--- config.mk ---
export PLATFORM = sky130hd
export DESIGN_NAME = div
export DESIGN_NICKNAME = d
export VERILOG_FILES = /design/src/rtl/muldiv_pkg.sv /design/src/rtl/div_abs.sv /design/src/rtl/div.sv
export SDC_FILE = /design/constraint.sdc
export NUM_CORES = 1
export LEC_CHECK = 0
export ABC_AREA = 1
export CAP_MARGIN = 30
export CORE_ASPECT_RATIO = 0.75
export CORE_MARGIN = 4
export CORE_UTILIZATION = 58
export CTS_CLUSTER_SIZE = 16
export DETAILED_ROUTE_END_ITERATION = 16
export GPL_ROUTABILITY_DRIVEN = 0
export PLACE_DENSITY_LB_ADDON = 0.25
export SLEW_MARGIN = 10
export SYNTH_ARGS = -nofsm -noshare
export SYNTH_HDL_FRONTEND = slang
export SYNTH_SLANG_ARGS = --single-unit
--- constraint.sdc ---
create_clock -name clk -period 7 [get_ports clk]
set_clock_uncertainty 0.05 [all_clocks]
set_input_delay 1.05 -clock clk [delete_from_list [all_inputs] [get_ports clk]]
set_output_delay 1.05 -clock clk [all_outputs]
set_load 0.005 [all_outputs]
--- src/rtl/muldiv_pkg.sv ---
`default_nettype none
// ============================================================================
// muldiv_pkg : definitions shared by the mul/div datapath slot
// Revision   : 1.0  initial release
// ============================================================================
package muldiv_pkg;

  localparam int c_width = 32;

  typedef enum logic [1:0] {
    IDLE = 2'd0,
    CALC = 2'd1,
    FIX  = 2'd2
  } state_t;

  localparam logic [c_width-1:0] c_dbz_quo = '1;

endpackage
`default_nettype wire

--- src/rtl/div_abs.sv ---
`default_nettype none
// ============================================================================
// div_abs  : combinational conditional two's-complement negate
// Revision : 1.0  initial release
// ============================================================================
module div_abs #(
  parameter int W = 32
) (
  input  logic [W-1:0] x,
  input  logic         neg,
  output logic [W-1:0] y
);

  assign y = neg ? -x : x;

endmodule
`default_nettype wire

--- src/rtl/div.sv ---
`default_nettype none
// ============================================================================
// div      : iterative restoring divider, one quotient bit per clock,
//            y = {remainder, quotient}. Option macro: DIV_ZERO_FLAG_EN (dbz).
// Revision : 1.0  initial release
// ============================================================================
module div #(
  parameter int WIDTH = muldiv_pkg::c_width
) (
  input  logic               clk,
  input  logic               rst,
  input  logic               start,
  input  logic               is_signed,
  input  logic [WIDTH-1:0]   a,
  input  logic [WIDTH-1:0]   b,
  output logic [2*WIDTH-1:0] y,
  output logic               busy,
  output logic               done
`ifdef DIV_ZERO_FLAG_EN
  ,
  output logic               dbz
`endif
);

  import muldiv_pkg::*;

  localparam int c_cnt_w = $clog2(WIDTH + 1);

  state_t             r_state;
  state_t             w_next;
  logic [c_cnt_w-1:0] r_count;
  logic [WIDTH-1:0]   r_rem;
  logic [WIDTH-1:0]   r_quo;
  logic [WIDTH-1:0]   r_absb;
  logic               r_signed;
  logic               r_sa;
  logic               r_sb;
  logic               r_zero;

  logic               w_sa;
  logic               w_sb;
  logic               w_b_zero;
  logic [WIDTH-1:0]   w_absa;
  logic [WIDTH-1:0]   w_absb;
  logic [WIDTH-1:0]   w_qfix;
  logic [WIDTH-1:0]   w_rfix;
  logic [WIDTH:0]     w_shift;
  logic [WIDTH-1:0]   w_sub;
  logic               w_ge;

  assign w_sa     = is_signed & a[WIDTH-1];
  assign w_sb     = is_signed & b[WIDTH-1];
  assign w_b_zero = (b == '0);

  // Magnitudes are read as unsigned, so -2^(W-1) maps to 2^(W-1) exactly.
  div_abs #(.W(WIDTH)) u_abs_a (.x(a), .neg(w_sa), .y(w_absa));
  div_abs #(.W(WIDTH)) u_abs_b (.x(b), .neg(w_sb), .y(w_absb));

  div_abs #(.W(WIDTH)) u_fix_q (.x(r_quo), .neg(r_signed & (r_sa ^ r_sb)), .y(w_qfix));
  div_abs #(.W(WIDTH)) u_fix_r (.x(r_rem), .neg(r_signed & r_sa),          .y(w_rfix));

  // The difference is always below |b|, so modulo-2^W subtraction is exact.
  assign w_shift = {r_rem, r_quo[WIDTH-1]};
  assign w_ge    = (w_shift >= {1'b0, r_absb});
  assign w_sub   = w_shift[WIDTH-1:0] - r_absb;

  assign busy = (r_state != IDLE);

  always_ff @(posedge clk or posedge rst) begin
    if (rst) r_state <= IDLE;
    else     r_state <= w_next;
  end

  always_comb begin
    w_next = r_state;
    case (r_state)
      IDLE:    if (start) w_next = w_b_zero ? FIX : CALC;
      CALC:    if (r_count == c_cnt_w'(1)) w_next = FIX;
      FIX:     w_next = IDLE;
      default: w_next = IDLE;
    endcase
  end

  always_ff @(posedge clk or posedge rst) begin
    if (rst) begin
      r_count  <= '0;
      r_rem    <= '0;
      r_quo    <= '0;
      r_absb   <= '0;
      r_signed <= 1'b0;
      r_sa     <= 1'b0;
      r_sb     <= 1'b0;
      r_zero   <= 1'b0;
      y        <= '0;
      done     <= 1'b0;
    end else begin
      done <= 1'b0;
      case (r_state)
        IDLE: begin
          if (start) begin
            r_signed <= is_signed;
            r_sa     <= w_sa;
            r_sb     <= w_sb;
            r_absb   <= w_absb;
            r_count  <= c_cnt_w'(WIDTH);
            r_zero   <= w_b_zero;
            if (w_b_zero) begin
              r_rem <= a;
              r_quo <= '1;
            end else begin
              r_rem <= '0;
              r_quo <= w_absa;
            end
          end
        end
        CALC: begin
          r_rem   <= w_ge ? w_sub : w_shift[WIDTH-1:0];
          r_quo   <= {r_quo[WIDTH-2:0], w_ge};
          r_count <= r_count - c_cnt_w'(1);
        end
        FIX: begin
          y    <= r_zero ? {r_rem, r_quo} : {w_rfix, w_qfix};
          done <= 1'b1;
        end
        default: ;
      endcase
    end
  end

`ifdef DIV_ZERO_FLAG_EN
  always_ff @(posedge clk or posedge rst) begin
    if (rst)                dbz <= 1'b0;
    else if (r_state == FIX) dbz <= r_zero;
  end
`else
  // No flag output; the divide-by-zero result itself is unchanged.
`endif

endmodule
`default_nettype wire
==> results of run 1 <==
## state kept, by name (all words and copies together) (netlist names)
signal,cells
r_quo,32
r_state,2
r_sa,1
r_count,6
r_sb,1
r_zero,1
r_rem,32
r_absb,32
r_signed,1
y,64
done,1
## cells in the mapped netlist, types with 4 or more instances
library cell / instances
inv_2: 5
ha_1: 38
inv_1: 229
or2_0: 4
nand4_1: 23
o21bai_1: 4
o21ai_0: 135
buf_2: 20
nor3_2: 6
a21oi_2: 4
nor4_1: 6
o211ai_1: 19
xor2_1: 64
nor2_2: 16
o21ai_1: 33
dfrtp_1: 173
o22ai_1: 19
nand3b_1: 7
clkbuf_1: 35
xnor2_1: 21
nand2_1: 508
a22oi_1: 23
a21oi_1: 73
nand3_2: 4
or2_2: 6
nor2_1: 179
nand3_1: 161
o221ai_1: 4
nor3_1: 13
a31oi_1: 7
nand2_2: 10
o31ai_1: 6
## path summary, 6_finish.rpt
check	slack [ns]	to	start
hold reg to reg	0.43	y[49]	y[49]
setup / recovery	3.58	r_absb[25]	is_signed
max in group asynchronous	4.81	r_absb[15]	rst
setup reg to reg	4.26	y[48]	r_zero
hold / removal	0.43	y[49]	y[49]
min in group asynchronous	0.91	y[28]	rst
## per-stage QoR
step	utilization [%]	instances	hold WS [ns]	setup slack (ns)	total power, W
floorplan	-	1893	0.399	1.21	0.00273
global placement	66.8	2260	0.412	3.24	0.00319
detailed placement	66.9	2261	0.417	3.18	0.00324
CTS	69.6	2293	0.435	3.62	0.00420
global route	69.7	2294	0.459	3.31	0.00454
finish	69.7	2294	0.435	3.58	0.00427
## logic make-up (layout without fill, tap and decap cells)
group,Yosys count,count (layout),share of synthesized area [%]
and+or+nand+nor,960,960,32.6
DFF,173,173,33.6
xor gates and xnor gates,85,85,5.78
AOI/OAI and AO/OA,338,338,14.9
buffers and inverters,298,411,9.19
adders and majority gates,39,39,3.85
## power by group
part / internal, W / total (W) / switching [W]
logic: 0.000642 / 0.00179 / 0.00115
registers: 0.00117 / 0.00152 / 0.000350
clock network: 0.000486 / 0.000962 / 0.000476
total: 0.00230 / 0.00427 / 0.00197
## per-layer routing
metal / routed length (um) / global-route usage [%] / part of all wire (%)
met3: 5570 / 8.63 / 14
met4: 1140 / 9.95 / 2.8
met2: 16200 / 45.9 / 40
met5: 0 / 0 / 0
met1: 17400 / 47.0 / 43
## area by class of cell
cell class | count | area (um^2)
clock buffer | 18 | 439
clock inverter | 14 | 146
fill | 1779 | 6490
inverter | 236 | 893
multi-input combinational | 1422 | 7370
sequential | 173 | 4330
tap | 288 | 360
timing repair buffer | 143 | 1430
## critical path, stage by stage
cell and delay [ns]:
clkdlybuf4s50_1 0.55, nand2_1 0.48, clkinv_1 0.85, o21ai_1 0.45, nand2_1 0.09, nand3_1 0.09
o21ai_0 0.08
==> results.toml, run 1 <==
[die]
die_h_um = 137
die_x_um = 180
ioPinCount = 134
coreArea_mm2 = 0.0215
num_rows = 46
dieArea_mm2 = 0.0247
start_util_pct = 60.0

[power_and_ir_drop]
ir_drop_v = 0.000213
cellPowerDensity_mw_per_mm2 = 285
leakage_nw = 7.07

[synthesis]
yosysUniqueCellTypes = 53
yosys_warnings = 0
yosys-top-cells-area = "dfrtp_1 (34%), nand2_1 (15%), inv_1 (6.7%)"
netlist_area_mm2 = 0.0129
ys_seq_area_share_pct = 33.6
syn_nets = 2000
ys_seq_elements = 173
netlist_instances = 1893
synthArstFlopShare_pct = 100
avgSynthCellArea_um2 = 6.80
yosysTopAreaCellShare_pct = 33.6
synth_ff_type = "dfrtp_1"
synth_edf_count = 0
yosysTopAreaCell = "dfrtp_1"

[timing]
period_share_pct = 48.8
worstMarginPinSlew_ns = 0.894
rsz0062_at_grt = "no"
setup_viol = 0
max_freq_mhz = 293
setup_tns_ns = 0
relSlewSlack_pct = 40.3
maxSlewViolCount = 0
period_needed_ns = 3.42
hold_violations = 0

[global_routing]
antenna_found_initial = 0
grt.overflow.total = 0
track_usage_pct = 31.9
grt_pass1_vias = 12000
grt_max_degree = 77
grt_pass1_wl_um = 63000

[clocking]
ctsHoldBuffers = 0
cts_tree = "yes"
cts_setup_buffers = 0
ctsResizeCount = 0
clk_latency_ns = 0.44
clkSinkCount = 173
root_buffer = "clkbuf_16"
numCtsBuffers = 17
cts_max_level = 4
path_clk_slew_ns = 0.08
cts_max_path_buffers = 2

[routing]
wl_per_cell_um = 17.6
detail-route-antenna-nets = 0
dr.pass1.iters = 7
drcViolationCount = 0
wl_um = 40400
first_iter_violations = 2012
vias = 13500
via_per_inst = 5.87

[worst_hold_path]
hold_path.class = "flop to flop"
hold-path-cell-count = 2

[critical_path]
path_max_fanout = 34
crit_arrival_ns = 3.67
critPathKind = "primary input to flop"
critPathCaptureType = "flop"
cp.required_ns = 7.25
r2r_cells = 7
start_kind = "primary input"

[flow_run]
maxCapViolations = 0

[layout]
final_common_cell = "nand2_1"
layout-drive-gt1-share_pct = 5.58
fin_nets = 2100
layout_common_cells = "nand2_1 (508), inv_1 (226), nor2_1 (177)"
final_area_mm2 = 0.0150
syn_to_final_growth_pct = 16.3
diodes = 0

[place]
place.port_buffers = 133
hpwlAfterDp_um = 30600
placed_cell_area_mm2 = 0.0144

[status]
status = "complete, no violations"
(Power assumes the default switching activity.)
==> run 2: changes to the inputs <==
CORE_UTILIZATION = 53   (was 58)
clock period = 3.1 ns   (was 7 ns; I/O delays follow)
==> run 2 against run 1 <==
Net effect:
- global-route usage down 1.8 points
- sequential power up 120%
- non-clock buffer count up 15
- critical path depth up 5
- die area up 8.9%
- clock power up 120%
- critical path type is now flop to flop
- largest power group unchanged
==> results.toml, run 2 (same netlist as run 1, synthesis figures left out) <==
[global_routing]
grt_pass1_vias = 12000
grt_use_met1_pct = 44.9
antenna_found_initial = 1
grt_max_degree = 140
track_usage_pct = 30.1
use_met2_pct = 42.9
grt.overflow.total = 0
use_met3_pct = 9.19
top_usage_layer = "met1"
grt_pass1_wl_um = 64400

[timing]
max_freq_mhz = 370
worstMarginPinSlew_ns = 0.789
setup_viol = 0
maxSlewViolCount = 0
period_needed_ns = 2.70
relSlewSlack_pct = 47.4
rsz0062_at_grt = "no"
period_share_pct = 87.2
setup_tns_ns = 0
hold_violations = 0

[critical_path]
crit_arrival_ns = 2.99
critPathKind = "flop to flop"
critPathCaptureType = "flop"
r2r_slack_ns = 0.40
cp.required_ns = 3.38
start_kind = "flop"
path_max_fanout = 53

[clocking]
clkSinkCount = 173
clk_latency_ns = 0.45
root_buffer = "clkbuf_16"
ctsHoldBuffers = 0
path_clk_slew_ns = 0.08
cts_setup_buffers = 0
cts_max_path_buffers = 2
cts_max_level = 4
cts_tree = "yes"
numCtsBuffers = 17
ctsResizeCount = 0

[routing]
via_per_inst = 5.76
vias = 13400
first_iter_violations = 1714
wl_per_cell_um = 17.7
dr.pass1.iters = 8
drcViolationCount = 0
wl_um = 41100
detail-route-antenna-nets = 0

[die]
die_h_um = 143
die_x_um = 188
ioPinCount = 134
num_rows = 49
dieArea_mm2 = 0.0269
start_util_pct = 53.9
coreArea_mm2 = 0.0239

[layout]
diodes = 0
layout_common_cells = "nand2_1 (508), inv_1 (226), nor2_1 (177)"
final_cells = 2324
fin_nets = 2115
layout-drive-gt1-share_pct = 6.00
largest_reg_flops = 64
syn_to_final_growth_pct = 17.0
final_common_cell = "nand2_1"
top_register = "y"

[power_and_ir_drop]
cellPowerDensity_mw_per_mm2 = 640
ir_drop_v = 0.000513
leakage_nw = 7.11

[worst_hold_path]
hold_path.class = "flop to flop"

[status]
status = "complete, no violations"

[place]
place.port_buffers = 133
dp.cells = 2295
hpwlAfterDp_um = 31500

[flow_run]
maxCapViolations = 0
==> run 2: routing by layer <==
metal	part of all wire, %	wire, um
met5	0.073	30
met4	2.0	805
met3	13	5260
met2	40	16600
met1	45	18400
==> run 2: area by class of cell <==
type	instances	area [um^2]
multi-input combinational	1422	7370
tap	306	383
fill	2184	8850
clock inverter	8	95.1
timing repair buffer	158	1540
clock buffer	21	450
sequential	173	4330
inverter	236	892
==> run 2: metrics by stage <==
| stage | util, % | power (W) | area, um^2 | hold WS, ns | worst slack (ns) |
|---|---|---|---|---|---|
| 2_1_floorplan | - | 0.00616 | 12900 | 0.399 | 0.374 |
| 3_3_place_gp | 60.7 | 0.00725 | 14500 | 0.412 | 0.123 |
| 3_5_place_dp | 60.7 | 0.00735 | 14500 | 0.421 | 0.0591 |
| 4_1_cts | 63.0 | 0.00948 | 15100 | 0.436 | 0.456 |
| 5_1_grt | 63.0 | 0.0102 | 15100 | 0.448 | 0.177 |
| 6_report | 63.0 | 0.00965 | 15100 | 0.433 | 0.397 |
==> run 2: path summary, 6_finish.rpt <==
kind,startpoint,endpoint,cells after the start
max,r_rem[5],r_rem[19],12
min,y[23],y[23],2
max reg2reg,r_rem[5],r_rem[19],12
min reg2reg,y[23],y[23],2
max in group asynchronous,rst,r_absb[22],3
min in group asynchronous,rst,y[0],3
==> run 2: power breakdown <==
| group | internal (W) | switching (W) | leakage (nW) |
|---|---|---|---|
| logic | 0.00148 | 0.00265 | 4.74 |
| clock network | 0.00119 | 0.000937 | 0.264 |
| registers | 0.00264 | 0.000749 | 2.11 |
==> run 2: critical path: stages, from the launching register on <==
cell and delay (ns):
dfrtp_1 0.54, ha_1 0.44, nand2_1 0.14, nor2_1 0.19, nand3_1 0.11, nand3_2 0.12
nand2_1 0.07, nand2_2 0.12, nand2_4 0.12, nand2_8 0.30, nand3_1 0.19, nand3_1 0.11
nand3_1 0.08
==> run 3: changes to the inputs <==
CORE_MARGIN = 1   (was 4)
CORE_UTILIZATION = 60   (was 53)
clock period = 3.2 ns   (was 3.1 ns; I/O delays follow)
==> run 3 against run 2 <==
Net effect:
- register-to-register slack worse by 0.04 ns
- clock-buffer cell count decreased by 4
- non-clock buffer count grew 3
- cell area rose by 0.43%
- critical path depth rose by 2
- sequential cell count did not move
- global-route usage is 6.9 points higher
- fmax fell by 5.0%
- core utilization is 8.8 points higher
- cell count down 0.60%
- worst hold slack lost 0.20 ns
- first-iteration DRC count increased by 2.1%
- highest routed layer is now met4
==> results.toml, run 3 (same netlist as run 1, synthesis figures left out) <==
[clocking]
root_buffer = "clkbuf_16"
cts_max_level = 4
clkSinkCount = 173
ctsHoldBuffers = 0
numCtsBuffers = 17
cts_max_path_buffers = 2
path_clk_slew_ns = 0.07
cts_setup_buffers = 0
clk_latency_ns = 0.44
ctsResizeCount = 0
cts_tree = "yes"

[timing]
maxSlewViolCount = 0
hold_violations = 0
setup_tns_ns = 0
rsz0062_at_grt = "no"
setup_viol = 0
relSlewSlack_pct = 40.1
worstMarginPinSlew_ns = 0.898
finalWorstSetupSlack_ns = 0.356
max_freq_mhz = 352
period_needed_ns = 2.84
period_share_pct = 88.9

[layout]
layout-drive-gt1-share_pct = 6.33
num-fill-cells = 1753
syn_to_final_growth_pct = 17.5
fin_nets = 2118
diodes = 0
multiInputGateArea_mm2 = 0.00737
seqCellArea_mm2 = 0.00433
layout_common_cells = "nand2_1 (508), inv_1 (226), nor2_1 (177)"
final_area_mm2 = 0.0151
fin_util_pct = 71.8
final_cells = 2310
final_common_cell = "nand2_1"
top_register = "y"
largest_reg_flops = 64

[routing]
first_iter_violations = 1750
detail-route-antenna-nets = 0
via_per_inst = 5.96
wl_per_cell_um = 17.5
dr.pass1.iters = 8
vias = 13800
drcViolationCount = 0
wl_um = 40300

[place]
dp_slack_ns = 0.196
dp.cells = 2279
hpwlAfterDp_um = 30700
place.port_buffers = 133
placed_cell_area_mm2 = 0.0145

[critical_path]
critPathCaptureType = "flop"
worst_path_largest_cell_delay_ns = 0.65
worstPathCellList = "ha_1, nand2_2, inv_2, a21oi_2, nand3_2, nand2_1, nand2_2, nand2_4, nand2_8, nor2_1, nand2_1, nand3_1, nand2_1, inv_1"
path_max_fanout = 53
r2r_slack_ns = 0.36
start_kind = "flop"
path_delay_family = "simple AND/OR/NAND/NOR gates"
path_buf_inv = 2
path_common_cell = "nand2_1"
critPathKind = "flop to flop"
slowest_stage = "dfrtp_1"
crit_arrival_ns = 3.16
cp.required_ns = 3.52

[die]
coreArea_mm2 = 0.0211
start_util_pct = 61.1
die_x_um = 171
ioPinCount = 134
dieArea_mm2 = 0.0221
num_rows = 46
die_h_um = 129

[status]
status = "complete, no violations"

[power_and_ir_drop]
cellPowerDensity_mw_per_mm2 = 624
leakage_nw = 7.15
ir_drop_v = 0.000434

[worst_hold_path]
hold_path.class = "primary input to asynchronous set/reset pin"

[flow_run]
maxCapViolations = 0

[global_routing]
grt_pass1_vias = 12100
grt_pass1_wl_um = 62900
antenna_found_initial = 0
track_usage_pct = 36.9
grt_max_degree = 65
grt.overflow.total = 0
-- run 3: cell count changes in the layout (fill, tap and decap cells not counted) --
cell      delta
clkinv_4     +2
inv_8        +1
buf_12       +2
inv_6        +4
clkbuf_1     -3
clkinv_8     +1
clkinv_2     -3
clkbuf_8     -1
buf_4        +1
-- run 3: where the power goes --
part,leakage [nW],switching (W),internal [W]
sequential,2.11,0.000718,0.00256
clock,0.281,0.000962,0.00116
combinational,4.76,0.00260,0.00145
total,7.15,0.00428,0.00517
-- run 3: per-stage QoR --
stage | power, W | hold slack, ns
final | 0.00945 | 0.229
after global routing | 0.00996 | 0.255
after CTS | 0.00926 | 0.435
after detailed placement | 0.00711 | 0.415
after global placement | 0.00699 | 0.413
after floorplan | 0.00596 | 0.399
-- run 3: final cells by class --
type / instances / share of cell area (%)
clock buffer: 17 / 2.81
clock inverter: 13 / 1.06
inverter: 236 / 5.90
multi-input combinational: 1422 / 48.7
sequential: 173 / 28.6
tap: 288 / 2.38
timing repair buffer: 161 / 10.5
-- run 3: final timing paths --
path | endpoint | startpoint | cells after the start
min in group clk | y[25] | y[25] | 2
max | r_rem[5] | r_rem[6] | 14
min | y[31] | rst | 2
min reg2reg | y[25] | y[25] | 2
max in group asynchronous | r_absb[18] | rst | 4
max reg2reg | r_rem[5] | r_rem[6] | 14
-- run 3: layer usage --
| metal | GRT usage, % | vias to the layer above | part of all wire, % |
|---|---|---|---|
| met5 | 0 | - | 0 |
| met4 | 12.6 | 0 | 3.0 |
| met3 | 9.87 | 120 | 13 |
| met2 | 52.8 | 891 | 41 |
| met1 | 53.7 | 6334 | 43 |
| li1 | - | 6415 | - |
-- run 3: worst register-to-register path: cells and delay by family, from the launching register on --
family / cells / cell delay [ns]
buffers and inverters: 2 / 0.12
adder cells (fa/ha/maj): 1 / 0.37
AO/OA/AOI/OAI: 1 / 0.19
flip-flops: 1 / 0.65
AND/OR/NAND/NOR: 10 / 1.38
